$ cat src/rtl/opl3_sample_mixer.sv
`default_nettype none
// ============================================================================
// Module   : opl3_sample_mixer
// Purpose  : Sums per-channel samples into left/right, then saturates and
//            presents one stereo pair per sample period.
// Revision : 1.0 - initial release
// ============================================================================
module opl3_sample_mixer #(
  parameter int SAMPLE_WIDTH = 16,
  parameter int NUM_CHANNELS = 18,
  parameter int ACC_WIDTH    = SAMPLE_WIDTH + $clog2(NUM_CHANNELS) + 1
) (
  input  logic                           clk,
  input  logic                           reset,
  input  logic                           sample_clk_en,
  input  logic                           ch_valid,
  input  logic signed [SAMPLE_WIDTH-1:0] ch_sample,
  input  logic                           ch_left_en,
  input  logic                           ch_right_en,
  output logic signed [SAMPLE_WIDTH-1:0] left_channel,
  output logic signed [SAMPLE_WIDTH-1:0] right_channel,
  output logic                           sample_valid,
  output logic                           clip,
  output logic                           ch_count_err
);

  localparam int c_CNT_W = $clog2(NUM_CHANNELS) + 1;
  localparam logic [c_CNT_W-1:0] c_CNT_MAX = '1;
  localparam logic [c_CNT_W-1:0] c_CNT_EXP = c_CNT_W'(NUM_CHANNELS);
  localparam logic signed [ACC_WIDTH-1:0] c_SAT_MAX =
    {{(ACC_WIDTH-SAMPLE_WIDTH+1){1'b0}}, {(SAMPLE_WIDTH-1){1'b1}}};
  localparam logic signed [ACC_WIDTH-1:0] c_SAT_MIN =
    {{(ACC_WIDTH-SAMPLE_WIDTH+1){1'b1}}, {(SAMPLE_WIDTH-1){1'b0}}};
  localparam logic signed [SAMPLE_WIDTH-1:0] c_OUT_MAX = {1'b0, {(SAMPLE_WIDTH-1){1'b1}}};
  localparam logic signed [SAMPLE_WIDTH-1:0] c_OUT_MIN = {1'b1, {(SAMPLE_WIDTH-1){1'b0}}};

  logic signed [ACC_WIDTH-1:0]    w_ext;
  logic signed [ACC_WIDTH-1:0]    w_add_l;
  logic signed [ACC_WIDTH-1:0]    w_add_r;
  logic        [c_CNT_W-1:0]      w_cnt_inc;
  logic        [c_CNT_W-1:0]      w_cnt_load;

  logic signed [ACC_WIDTH-1:0]    r_acc_l;
  logic signed [ACC_WIDTH-1:0]    r_acc_r;
  logic        [c_CNT_W-1:0]      r_cnt;

  logic                           r_s1_vld;
  logic signed [ACC_WIDTH-1:0]    r_snap_l;
  logic signed [ACC_WIDTH-1:0]    r_snap_r;
  logic        [c_CNT_W-1:0]      r_snap_cnt;

  logic signed [SAMPLE_WIDTH-1:0] w_sat_l;
  logic signed [SAMPLE_WIDTH-1:0] w_sat_r;
  logic                           w_clip_l;
  logic                           w_clip_r;

  logic signed [SAMPLE_WIDTH-1:0] r_left;
  logic signed [SAMPLE_WIDTH-1:0] r_right;
  logic                           r_valid;
  logic                           r_clip;
  logic                           r_cnt_err;

  assign w_ext      = {{(ACC_WIDTH-SAMPLE_WIDTH){ch_sample[SAMPLE_WIDTH-1]}}, ch_sample};
  assign w_add_l    = (ch_valid && ch_left_en)  ? w_ext : '0;
  assign w_add_r    = (ch_valid && ch_right_en) ? w_ext : '0;
  assign w_cnt_inc  = (r_cnt == c_CNT_MAX) ? r_cnt : r_cnt + 1'b1;
  assign w_cnt_load = {{(c_CNT_W-1){1'b0}}, ch_valid};

  // A contribution arriving on the boundary cycle opens the new period.
  always_ff @(posedge clk) begin
    if (!reset) begin
      r_acc_l <= '0;
      r_acc_r <= '0;
      r_cnt   <= '0;
    end else if (sample_clk_en) begin
      r_acc_l <= w_add_l;
      r_acc_r <= w_add_r;
      r_cnt   <= w_cnt_load;
    end else begin
      r_acc_l <= r_acc_l + w_add_l;
      r_acc_r <= r_acc_r + w_add_r;
      if (ch_valid) begin
        r_cnt <= w_cnt_inc;
      end
    end
  end

  always_ff @(posedge clk) begin
    if (!reset) begin
      r_s1_vld   <= 1'b0;
      r_snap_l   <= '0;
      r_snap_r   <= '0;
      r_snap_cnt <= '0;
    end else begin
      r_s1_vld <= sample_clk_en;
      if (sample_clk_en) begin
        r_snap_l   <= r_acc_l;
        r_snap_r   <= r_acc_r;
        r_snap_cnt <= r_cnt;
      end
    end
  end

  always_comb begin
    w_sat_l  = r_snap_l[SAMPLE_WIDTH-1:0];
    w_clip_l = 1'b0;
    if (r_snap_l > c_SAT_MAX) begin
      w_sat_l  = c_OUT_MAX;
      w_clip_l = 1'b1;
    end else if (r_snap_l < c_SAT_MIN) begin
      w_sat_l  = c_OUT_MIN;
      w_clip_l = 1'b1;
    end
  end

  always_comb begin
    w_sat_r  = r_snap_r[SAMPLE_WIDTH-1:0];
    w_clip_r = 1'b0;
    if (r_snap_r > c_SAT_MAX) begin
      w_sat_r  = c_OUT_MAX;
      w_clip_r = 1'b1;
    end else if (r_snap_r < c_SAT_MIN) begin
      w_sat_r  = c_OUT_MIN;
      w_clip_r = 1'b1;
    end
  end

  always_ff @(posedge clk) begin
    if (!reset) begin
      r_left    <= '0;
      r_right   <= '0;
      r_valid   <= 1'b0;
      r_clip    <= 1'b0;
      r_cnt_err <= 1'b0;
    end else begin
      r_valid   <= r_s1_vld;
      r_cnt_err <= 1'b0;
      if (r_s1_vld) begin
        r_left    <= w_sat_l;
        r_right   <= w_sat_r;
        r_clip    <= r_clip | w_clip_l | w_clip_r;
        r_cnt_err <= (r_snap_cnt != c_CNT_EXP);
      end
    end
  end

  assign left_channel  = r_left;
  assign right_channel = r_right;
  assign sample_valid  = r_valid;
  assign clip          = r_clip;
  assign ch_count_err  = r_cnt_err;

endmodule
`default_nettype wire

$ cat config.mk
export PLATFORM = sky130hd
export DESIGN_NAME = opl3_sample_mixer
export DESIGN_NICKNAME = d
export VERILOG_FILES = /design/src/rtl/opl3_sample_mixer.sv
export SDC_FILE = /design/constraint.sdc
export NUM_CORES = 1
export LEC_CHECK = 0
export CAP_MARGIN = 10
export CORE_UTILIZATION = 53
export CTS_CLUSTER_SIZE = 10
export DETAILED_ROUTE_END_ITERATION = 8
export PLACE_DENSITY = 0.83
export SLEW_MARGIN = 20
export SYNTH_ARGS = -nofsm -noshare
export SYNTH_HDL_FRONTEND = slang
export SYNTH_SLANG_ARGS = --single-unit
export TNS_END_PERCENT = 10
$ cat constraint.sdc
create_clock -name clk -period 3.15 [get_ports clk]
set_input_delay 0.63 -clock clk [delete_from_list [all_inputs] [get_ports clk]]
set_output_delay 0.63 -clock clk [all_outputs]
set_load 0.02 [all_outputs]
# Word-level counts from Yosys, hierarchy flattened
# Index checks and enable logic that the tools add are counted.
# W data, S select, Z words.
dict set report classes {
  n_eq_ne 3
  n_lt_le_gt_ge 4
  reduce_logical 7
  muxes 15
  bitwise 4
  n_addsub 3
}
# cell n
set ops {}
lappend ops {{$mux W22} 4}
lappend ops {{$mux W16} 4}
lappend ops {{$add A22 B22 Y22} 2}
lappend ops {{$gt A22 B16 Y1 const B} 2}
lappend ops {{$lt A22 B16 Y1 const B} 2}
lappend ops {{$mux W1} 7}
lappend ops {{$add A6 B1 Y6 const B} 1}
lappend ops {{$eq A6 B6 Y1 const B} 1}
lappend ops {{$ne A6 B5 Y1 const B} 1}
lappend ops {{$reduce_and A2 Y1} 3}
lappend ops {{$logic_and A1 B1 Y1} 2}
lappend ops {{$ne A2 B2 Y1 const B} 1}
lappend ops {{$not A1 Y1} 2}
lappend ops {{$or A1 B1 Y1} 2}
lappend ops {{$reduce_bool A2 Y1} 1}
lappend ops {{$reduce_or A2 Y1} 1}
dict set report totals {
  ff_bits 136
  in_bits 22
  out_inout_bits 35
  word_cells 49
}

# Longest topological paths before layout
# Gate-level depths: netlist of the first run.
dict set report depth {
  word_depth 5
  depth_mapped 12
  depth_no_buf 10
}

# Least setup slack after synthesis of the first run
# No wires, ideal clock.
dict set report synth_timing {
  kind {input to register}
  from {in ch_valid}
  to {reg r_acc_l[20]}
  setup_ns 0.126
  slack_ns 0.059
  t_required_ns 3.024
  t_arrival_ns 2.965
  cell_stages 12
  n_path_buf 2
  path_cell_list {buf_6 > clkbuf_1 > and3_1 > ha_1 > fa_1 > a21oi_1 > nor3_1 > nor4_1 > o21bai_1 > a2111oi_2 > or4_1 > nand3_1}
}
dict set report synth_via {
  elab_chain_cells 4
}
# element line_no
set synth_rtl {}
lappend synth_rtl {{start: declaration} 16} ;# input logic ch_valid,
lappend synth_rtl {{$logic_and A1 B1 Y1 *} 64} ;# assign w_add_l = (ch_valid && ch_left_en) ? w_ext : '0;
lappend synth_rtl {{$mux W22 *} 64}
lappend synth_rtl {{$add A22 B22 Y22} 80} ;# r_acc_l <= r_acc_l + w_add_l;
lappend synth_rtl {{$mux W22 *} 75} ;# end else if (sample_clk_en) begin
lappend synth_rtl {{end signal: assignment} 76} ;# r_acc_l <= w_add_l;
lappend synth_rtl {{end signal: assignment} 80}
lappend synth_rtl {{end: declaration} 43} ;# logic signed [ACC_WIDTH-1:0] r_acc_l;
# Every way passes the cells marked *; elsewhere a longest branch is shown, timed or not.
# A chain may end at the register's enable or synchronous reset.

# Final worst setup path of the first run
dict set report layout_timing {
  from {in ch_valid}
  to {reg r_acc_r[21]}
}
dict set report layout_via {
  elab_chain_cells 4
}
# element line_no
set layout_rtl {}
lappend layout_rtl {{$logic_and A1 B1 Y1 *} 65} ;# assign w_add_r = (ch_valid && ch_right_en) ? w_ext : '0;
lappend layout_rtl {{$mux W22 *} 65}
lappend layout_rtl {{$add A22 B22 Y22} 81} ;# r_acc_r <= r_acc_r + w_add_r;
lappend layout_rtl {{$mux W22 *} 75}
lappend layout_rtl {{end signal: assignment} 77} ;# r_acc_r <= w_add_r;
lappend layout_rtl {{end signal: assignment} 81}
lappend layout_rtl {{end: declaration} 44} ;# logic signed [ACC_WIDTH-1:0] r_acc_r;
# Marks and branches as above.

==> results of run 1 <==
[worst max-delay path, delay by kind of cell]
| family | cells | cell delay, ns |
|---|---|---|
| simple gates | 3 | 0.86 |
| fa+ha+maj | 1 | 0.29 |
| compound gates | 5 | 0.89 |
| buf+inv | 3 | 0.84 |
[power breakdown]
| part | internal, mW | total (mW) | switching [mW] |
|---|---|---|---|
| registers | 1.79 | 1.85 | 0.0643 |
| logic | 0.309 | 0.626 | 0.317 |
| clock network | 1.23 | 1.99 | 0.767 |
[cells in the final DEF, fill, tap and decap left out, types with 14 or more instances in the layout]
master / instances
sky130_fd_sc_hd__dfxtp_1: 135
sky130_fd_sc_hd__buf_4: 128
sky130_fd_sc_hd__nor2b_1: 58
sky130_fd_sc_hd__nand2_1: 55
sky130_fd_sc_hd__mux2i_1: 53
sky130_fd_sc_hd__clkdlybuf4s50_1: 53
sky130_fd_sc_hd__ha_1: 42
sky130_fd_sc_hd__o21ai_0: 40
sky130_fd_sc_hd__o211ai_1: 37
sky130_fd_sc_hd__a21oi_1: 36
sky130_fd_sc_hd__and3_1: 35
sky130_fd_sc_hd__nand2b_1: 33
sky130_fd_sc_hd__a21boi_0: 31
sky130_fd_sc_hd__nor2_1: 17
sky130_fd_sc_hd__xnor2_1: 17
sky130_fd_sc_hd__clkbuf_16: 17
sky130_fd_sc_hd__a21o_1: 16
sky130_fd_sc_hd__inv_1: 14
sky130_fd_sc_hd__xor2_1: 14
[per-stage QoR]
stage                     hold WS, ns  std cells
after CTS                       0.479       1156
after floorplan                 0.448        810
after global routing            0.497       1156
after detailed placement        0.471       1124
final                           0.475       1156
after global placement          0.464       1124
[cell families (layout without fill, tap and decap cells)]
family / count (synthesis) / count (layout) / share of synthesized area
compound gates: 226 / 226 / 0.213
fa+ha+maj: 45 / 45 / 0.0783
flops: 136 / 136 / 0.369
buf+inv: 61 / 231 / 0.0371
simple gates: 258 / 258 / 0.194
mux: 53 / 53 / 0.0718
xor+xnor: 31 / 31 / 0.0368
[flip-flops by register name, indices dropped and copies added (netlist names)]
name	count
r_acc_r	22
r_cnt	6
sample_valid	1
r_s1_vld	1
clip	1
ch_count_err	1
r_snap_r	22
right_channel	16
r_snap_l	22
left_channel	16
r_acc_l	22
r_snap_cnt	6
[cell type report]
cell class,count,area (sq um),area share
inverters,14,52.6,0.00548
well taps,176,220,0.0230
flip-flops and latches,136,2720,0.284
clock inverters,10,118,0.0123
repair buffers,185,1530,0.160
clock buffers,22,474,0.0495
multi-input cells,613,4460,0.466
[per-layer routing]
metal  GRT usage  vias up
met1       0.384     3248
met2       0.454      270
li1            -     3266
met4       0.105        0
met3      0.0713       54
met5           0        -
[final timing paths]
kind | slack [ns] | startpoint | endpoint | cells past startpoint
setup reg to reg | 0.67 | r_acc_l[0] | r_acc_l[20] | 9
hold / removal | 0.48 | right_channel[4] | right_channel[4] | 2
hold reg to reg | 0.48 | right_channel[4] | right_channel[4] | 2
setup / recovery | -0.002 | ch_valid | r_acc_r[21] | 12
[timing repair]
action | in CTS | in global routing
pin swaps | 0 | 4
resized for setup | 2 | 16
setup endpoints to repair | 2 | 11
==> flow_metrics.py, run 1 <==
metrics = {
    "run_status": {
        "outcome": "finished, violations left",
        "failing_checks": "setup timing",
    },
    "worst_setup_path": {
        "crit_path_max_fanout": 10,
        "critical_path_arrival_ns": 3.52,
        "critical_path.endpoint_type": "flop",
        "crit_path_frequent_cell": "sky130_fd_sc_hd__buf_4",
        "cell_breakdown_of_the_critical_path": "clkdlybuf4s50_1, buf_4, buf_4, and3_1, ha_1, a21oi_1, o21ai_1, nor2_2, o221ai_1, or4_1, a31o_1, a21boi_2",
        "critPathMaxStageDelay_ns": 0.55,
        "critical_path.slowest_cell": "sky130_fd_sc_hd__or4_1",
        "critical_path_class": "in2reg",
        "crit_path_start_kind": "input pin",
        "crit_required_ns": 3.52,
    },
    "synth": {
        "synth_edf_count": 0,
        "synth_fp_nets": 877,
        "top_flip_flop_cell_by_instance_count_after_synthesis": "sky130_fd_sc_hd__dfxtp_1",
        "synth.avg_cell_area_sq_um": 9.12,
        "synth_warnings": 0,
        "synth_area_sq_um": 7380,
        "post_synth_inst_count": 810,
        "synth_top_area_frac": 0.369,
        "synth.most_common_cell": "sky130_fd_sc_hd__dfxtp_1",
        "yosys-top-cells-count": "sky130_fd_sc_hd__dfxtp_1, sky130_fd_sc_hd__nor2b_1, sky130_fd_sc_hd__nand2_1, sky130_fd_sc_hd__mux2i_1, sky130_fd_sc_hd__ha_1",
        "proportion_of_register_bits_with_asynchronous_set_or_reset_after_synthesis": 0,
        "yosysSeqAreaShare": 0.369,
        "netlist.top_cell.by_area": "sky130_fd_sc_hd__dfxtp_1",
        "number_of_flip_flops_and_latches_in_the_synthesized_netlist": 136,
        "synth.top_cells.by_area": "sky130_fd_sc_hd__dfxtp_1, sky130_fd_sc_hd__ha_1, sky130_fd_sc_hd__mux2i_1, sky130_fd_sc_hd__nor2b_1, sky130_fd_sc_hd__o211ai_1",
        "synth.lib_cells_used.distinct": 66,
    },
    "timing": {
        "max-slew-margin-rel": 0.344,
        "tightestPinTransition_ns": 0.983,
        "final-max-slew-violation-count": 0,
        "fin_ws_ns": -0.00159,
        "final.min_clock_period_ns": 3.15,
        "report.final.setup_viol": 1,
        "period_utilisation_layout": 1.00,
        "unrepaired_setup_endpoints_after_global_routing": "yes",
        "setup_tns_ns": -0.00159,
        "max_clock_freq_ghz": 0.317,
        "final.setup_skew_ns": 0.00943,
        "hold_violations": 0,
    },
    "place": {
        "hpwlAfterDp_mm": 14.5,
        "placement.io_buffers": 56,
        "gp_congestion": 0.923,
        "detailedPlace.worstSlack_ns": -0.447,
        "post_dp_cell_area_sq_um": 8920,
    },
    "drt": {
        "met1_length_mm": 9.13,
        "drt-total-wl_mm": 20.2,
        "route.top_layer_used": "met4",
        "first_iter_violations": 795,
        "detailroute.wirelength.met3_mm": 1.42,
        "vias": 6838,
        "drtPass1Iterations": 5,
        "drt_drc_violations_left": 0,
        "route.detailed.wl_per_inst_microns": 17.5,
        "viasPerCell": 5.92,
        "met2_length_mm": 9.03,
        "count_of_antenna_violating_nets_left_after_detailed_routing": 0,
    },
    "layout": {
        "antenna_cells_inserted": 0,
        "area_growth_from_synthesis_to_final_layout_pct": 29.8,
        "finalInstanceArea_sq_um": 9580,
        "final_layout_size_suffix_gt1_frac": 0.197,
        "fillCellCount": 976,
        "nets": 1034,
        "post-route-util": 0.715,
    },
    "grt": {
        "grtUsageTotal": 0.289,
        "antenna_violations_before_repair": 0,
        "grt_first_pass_wirelength_mm": 32.7,
        "maximum_number_of_pins_on_one_net_before_global_route_repair": 65,
        "grt-ovfl-total": 0,
        "vias_in_the_first_global_route": 6529,
    },
    "cts": {
        "clk_latency_ns": 0.43,
        "cts.sink_count": 136,
        "clock_tree_from_tritoncts": "built",
        "cts_hold_buf": 0,
        "clock-root-buffer": "sky130_fd_sc_hd__clkbuf_16",
        "cts_post_setup_buffers_inserted": 0,
        "h-tree-depth": 4,
        "ctsLongestPathBuffers": 2,
        "cts_buffer_count": 17,
        "clk_pin_slew_ns": 0.06,
    },
    "die": {
        "die_y_microns": 120,
        "die_w_microns": 120,
        "die-area_sq_um": 14400,
        "initial_utilization": 0.551,
        "io_pins": 57,
        "placeableCoreArea_sq_um": 13400,
        "num_rows": 42,
    },
    "min_path": {
        "hold_path.class": "reg2reg",
    },
    "pwr": {
        "report.power.total_mw": 4.47,
        "p_leak_nw": 4.12,
        "vdd_ir_drop_max_mv": 0.410,
        "power_per_cell_area_nw_per_um2": 467,
    },
    "flow_run": {
        "max_cap_violations": 0,
    },
}
No activity file was read; power rests on OpenSTA's default activity.
==> run 2: changes to the inputs <==
--- a/config.mk
+++ b/config.mk
@@ -5,10 +5,10 @@
 export SDC_FILE = /design/constraint.sdc
 export NUM_CORES = 1
 export LEC_CHECK = 0
-export CAP_MARGIN = 10
 export CORE_UTILIZATION = 53
 export CTS_CLUSTER_SIZE = 10
 export DETAILED_ROUTE_END_ITERATION = 8
+export GPL_ROUTABILITY_DRIVEN = 0
 export PLACE_DENSITY = 0.83
 export SLEW_MARGIN = 20
 export SYNTH_ARGS = -nofsm -noshare
==> run 2 against run 1 <==
Compared with the run above: the flow now finishes without violations; final area is 0.12% lower; sequential share of layout area about the same; total power rose by 3.6%.
==> flow_metrics.py, run 2 (synthesis results as in run 1) <==
metrics = {
    "run_status": {
        "outcome": "completed",
    },
    "cts": {
        "h-tree-depth": 4,
        "cts_hold_buf": 0,
        "clock-root-buffer": "sky130_fd_sc_hd__clkbuf_16",
        "clock_tree_from_tritoncts": "built",
        "cts_post_setup_buffers_inserted": 0,
        "ctsLongestPathBuffers": 2,
        "clk_latency_ns": 0.43,
        "cts_buffer_count": 17,
        "clk_pin_slew_ns": 0.06,
        "cts.sink_count": 136,
    },
    "die": {
        "initial_utilization": 0.551,
        "die-area_sq_um": 14400,
        "io_pins": 57,
        "placeableCoreArea_sq_um": 13400,
        "die_w_microns": 120,
        "die_y_microns": 120,
        "num_rows": 42,
    },
    "pwr": {
        "report.power.total_mw": 4.63,
        "vdd_ir_drop_max_mv": 0.380,
        "p_leak_nw": 4.15,
        "power_per_cell_area_nw_per_um2": 484,
    },
    "layout": {
        "final_layout_size_suffix_gt1_frac": 0.187,
        "area_growth_from_synthesis_to_final_layout_pct": 29.6,
        "antenna_cells_inserted": 0,
        "layout.cells.most_common": "sky130_fd_sc_hd__dfxtp_1",
        "nets": 1034,
        "fillCellCount": 952,
        "mostFrequentLayoutCells": "sky130_fd_sc_hd__dfxtp_1, sky130_fd_sc_hd__buf_4, sky130_fd_sc_hd__nor2b_1, sky130_fd_sc_hd__nand2_1, sky130_fd_sc_hd__mux2i_1",
        "post-route-util": 0.714,
        "finalInstanceArea_sq_um": 9570,
    },
    "timing": {
        "hold_violations": 0,
        "final.setup_skew_ns": 0.00727,
        "tightestPinTransition_ns": 0.990,
        "final-max-slew-violation-count": 0,
        "fin_ws_ns": 0.0927,
        "period_utilisation_layout": 0.971,
        "unrepaired_setup_endpoints_after_global_routing": "no",
        "setup_tns_ns": 0,
        "final.min_clock_period_ns": 3.06,
        "report.final.setup_viol": 0,
        "max-slew-margin-rel": 0.340,
        "max_clock_freq_ghz": 0.327,
    },
    "min_path": {
        "min_to": "right_channel[1]",
        "hold_path.class": "reg2reg",
        "hold_path_depth": 2,
        "hold_start": "right_channel[1]",
    },
    "place": {
        "hpwlAfterDp_mm": 14.3,
        "detailedPlace.worstSlack_ns": -0.518,
        "placement.io_buffers": 56,
        "post_dp_cell_area_sq_um": 8900,
    },
    "worst_setup_path": {
        "critical_path.slowest_cell": "sky130_fd_sc_hd__clkdlybuf4s50_1",
        "reg2reg_depth": 9,
        "critical_path.endpoint_type": "flop",
        "r2r-end": "r_acc_r[21]",
        "timing.reg2reg.setup_slack_ns": 0.63,
        "crit_path_max_fanout": 4,
        "critical_path_class": "in2reg",
        "cell_breakdown_of_the_critical_path": "clkdlybuf4s50_1, and3_1, ha_1, a211oi_2, nor4_1, nor2_1, a2111oi_1, buf_4, or4_1, a31o_1, a21boi_2",
        "crit_required_ns": 3.52,
        "regToRegStartpoint": "r_acc_r[1]",
        "critical_path_arrival_ns": 3.42,
        "crit_path_start_kind": "input pin",
        "critPathMaxStageDelay_ns": 0.59,
    },
    "drt": {
        "count_of_antenna_violating_nets_left_after_detailed_routing": 0,
        "viasPerCell": 6.03,
        "drt_drc_violations_left": 0,
        "drt-total-wl_mm": 21.0,
        "route.detailed.wl_per_inst_microns": 18.2,
        "vias": 6970,
        "drtPass1Iterations": 6,
        "first_iter_violations": 831,
    },
    "grt": {
        "grt_first_pass_wirelength_mm": 34.2,
        "vias_in_the_first_global_route": 6899,
        "maximum_number_of_pins_on_one_net_before_global_route_repair": 85,
        "grtUsageTotal": 0.305,
        "grt-ovfl-total": 0,
        "antenna_violations_before_repair": 0,
    },
    "flow_run": {
        "max_cap_violations": 0,
    },
}
run 2: cell types whose count changed in the layout (fill, tap and decap cells not counted), moves of 2 or more:
cell | previous run | this run
sky130_fd_sc_hd__clkinvlp_4 | 4 | 1
sky130_fd_sc_hd__a21oi_1 | 36 | 38
sky130_fd_sc_hd__bufinv_16 | 2 | 4
sky130_fd_sc_hd__clkbuf_1 | 2 | 4
sky130_fd_sc_hd__clkdlybuf4s50_1 | 53 | 51
sky130_fd_sc_hd__clkinv_2 | 2 | 0
run 2: what timing repair did:
item,in CTS,in global routing
pin swaps,1,4
cloned,0,0
endpoints found under the setup margin,9,9
resized for setup,5,6
run 2: area by class of cell:
type                    instances  area (sq um)  area share
clock inverters                 6           136      0.0142
inverters                      14          52.6     0.00549
well taps                     176           220      0.0230
flip-flops and latches        136          2720       0.285
multi-input cells             613          4420       0.462
clock buffers                  25           495      0.0518
repair buffers                185          1520       0.159
run 2: how the worst max path moves through the flow:
stage / to / cells past startpoint / start
after floorplan: r_acc_l[20] / 12 / ch_valid
after global placement: r_acc_l[18] / 11 / ch_valid
after detailed placement: r_acc_l[20] / 11 / ch_valid
after CTS: r_acc_r[18] / 12 / ch_sample[0]
after global routing: r_acc_r[21] / 11 / ch_sample[1]
final: r_acc_r[21] / 11 / ch_sample[1]
run 2: worst max-delay path, delay by kind of cell:
| kind | cells | cell delay, ns |
|---|---|---|
| fa+ha+maj | 1 | 0.27 |
| compound gates | 4 | 0.78 |
| buf+inv | 2 | 0.74 |
| simple gates | 4 | 1.01 |
run 2: metal layers:
metal  vias up  global-route usage  share of wire
met5         -                   0              0
met2       340               0.470           0.44
met4         0               0.154          0.044
met3        85              0.0803          0.083
met1      3275               0.393           0.43
li1       3270                   -              -
run 2: power by group:
group / leakage, nW / switching, mW / internal [mW]
clock: 0.304 / 0.751 / 1.41
sequential: 1.10 / 0.0665 / 1.79
combinational: 2.74 / 0.318 / 0.302
run 2: stage by stage:
step / cells / hold WS (ns)
after floorplan: 810 / 0.448
after global placement: 1124 / 0.466
after detailed placement: 1124 / 0.470
after CTS: 1155 / 0.480
after global routing: 1155 / 0.493
final: 1155 / 0.475
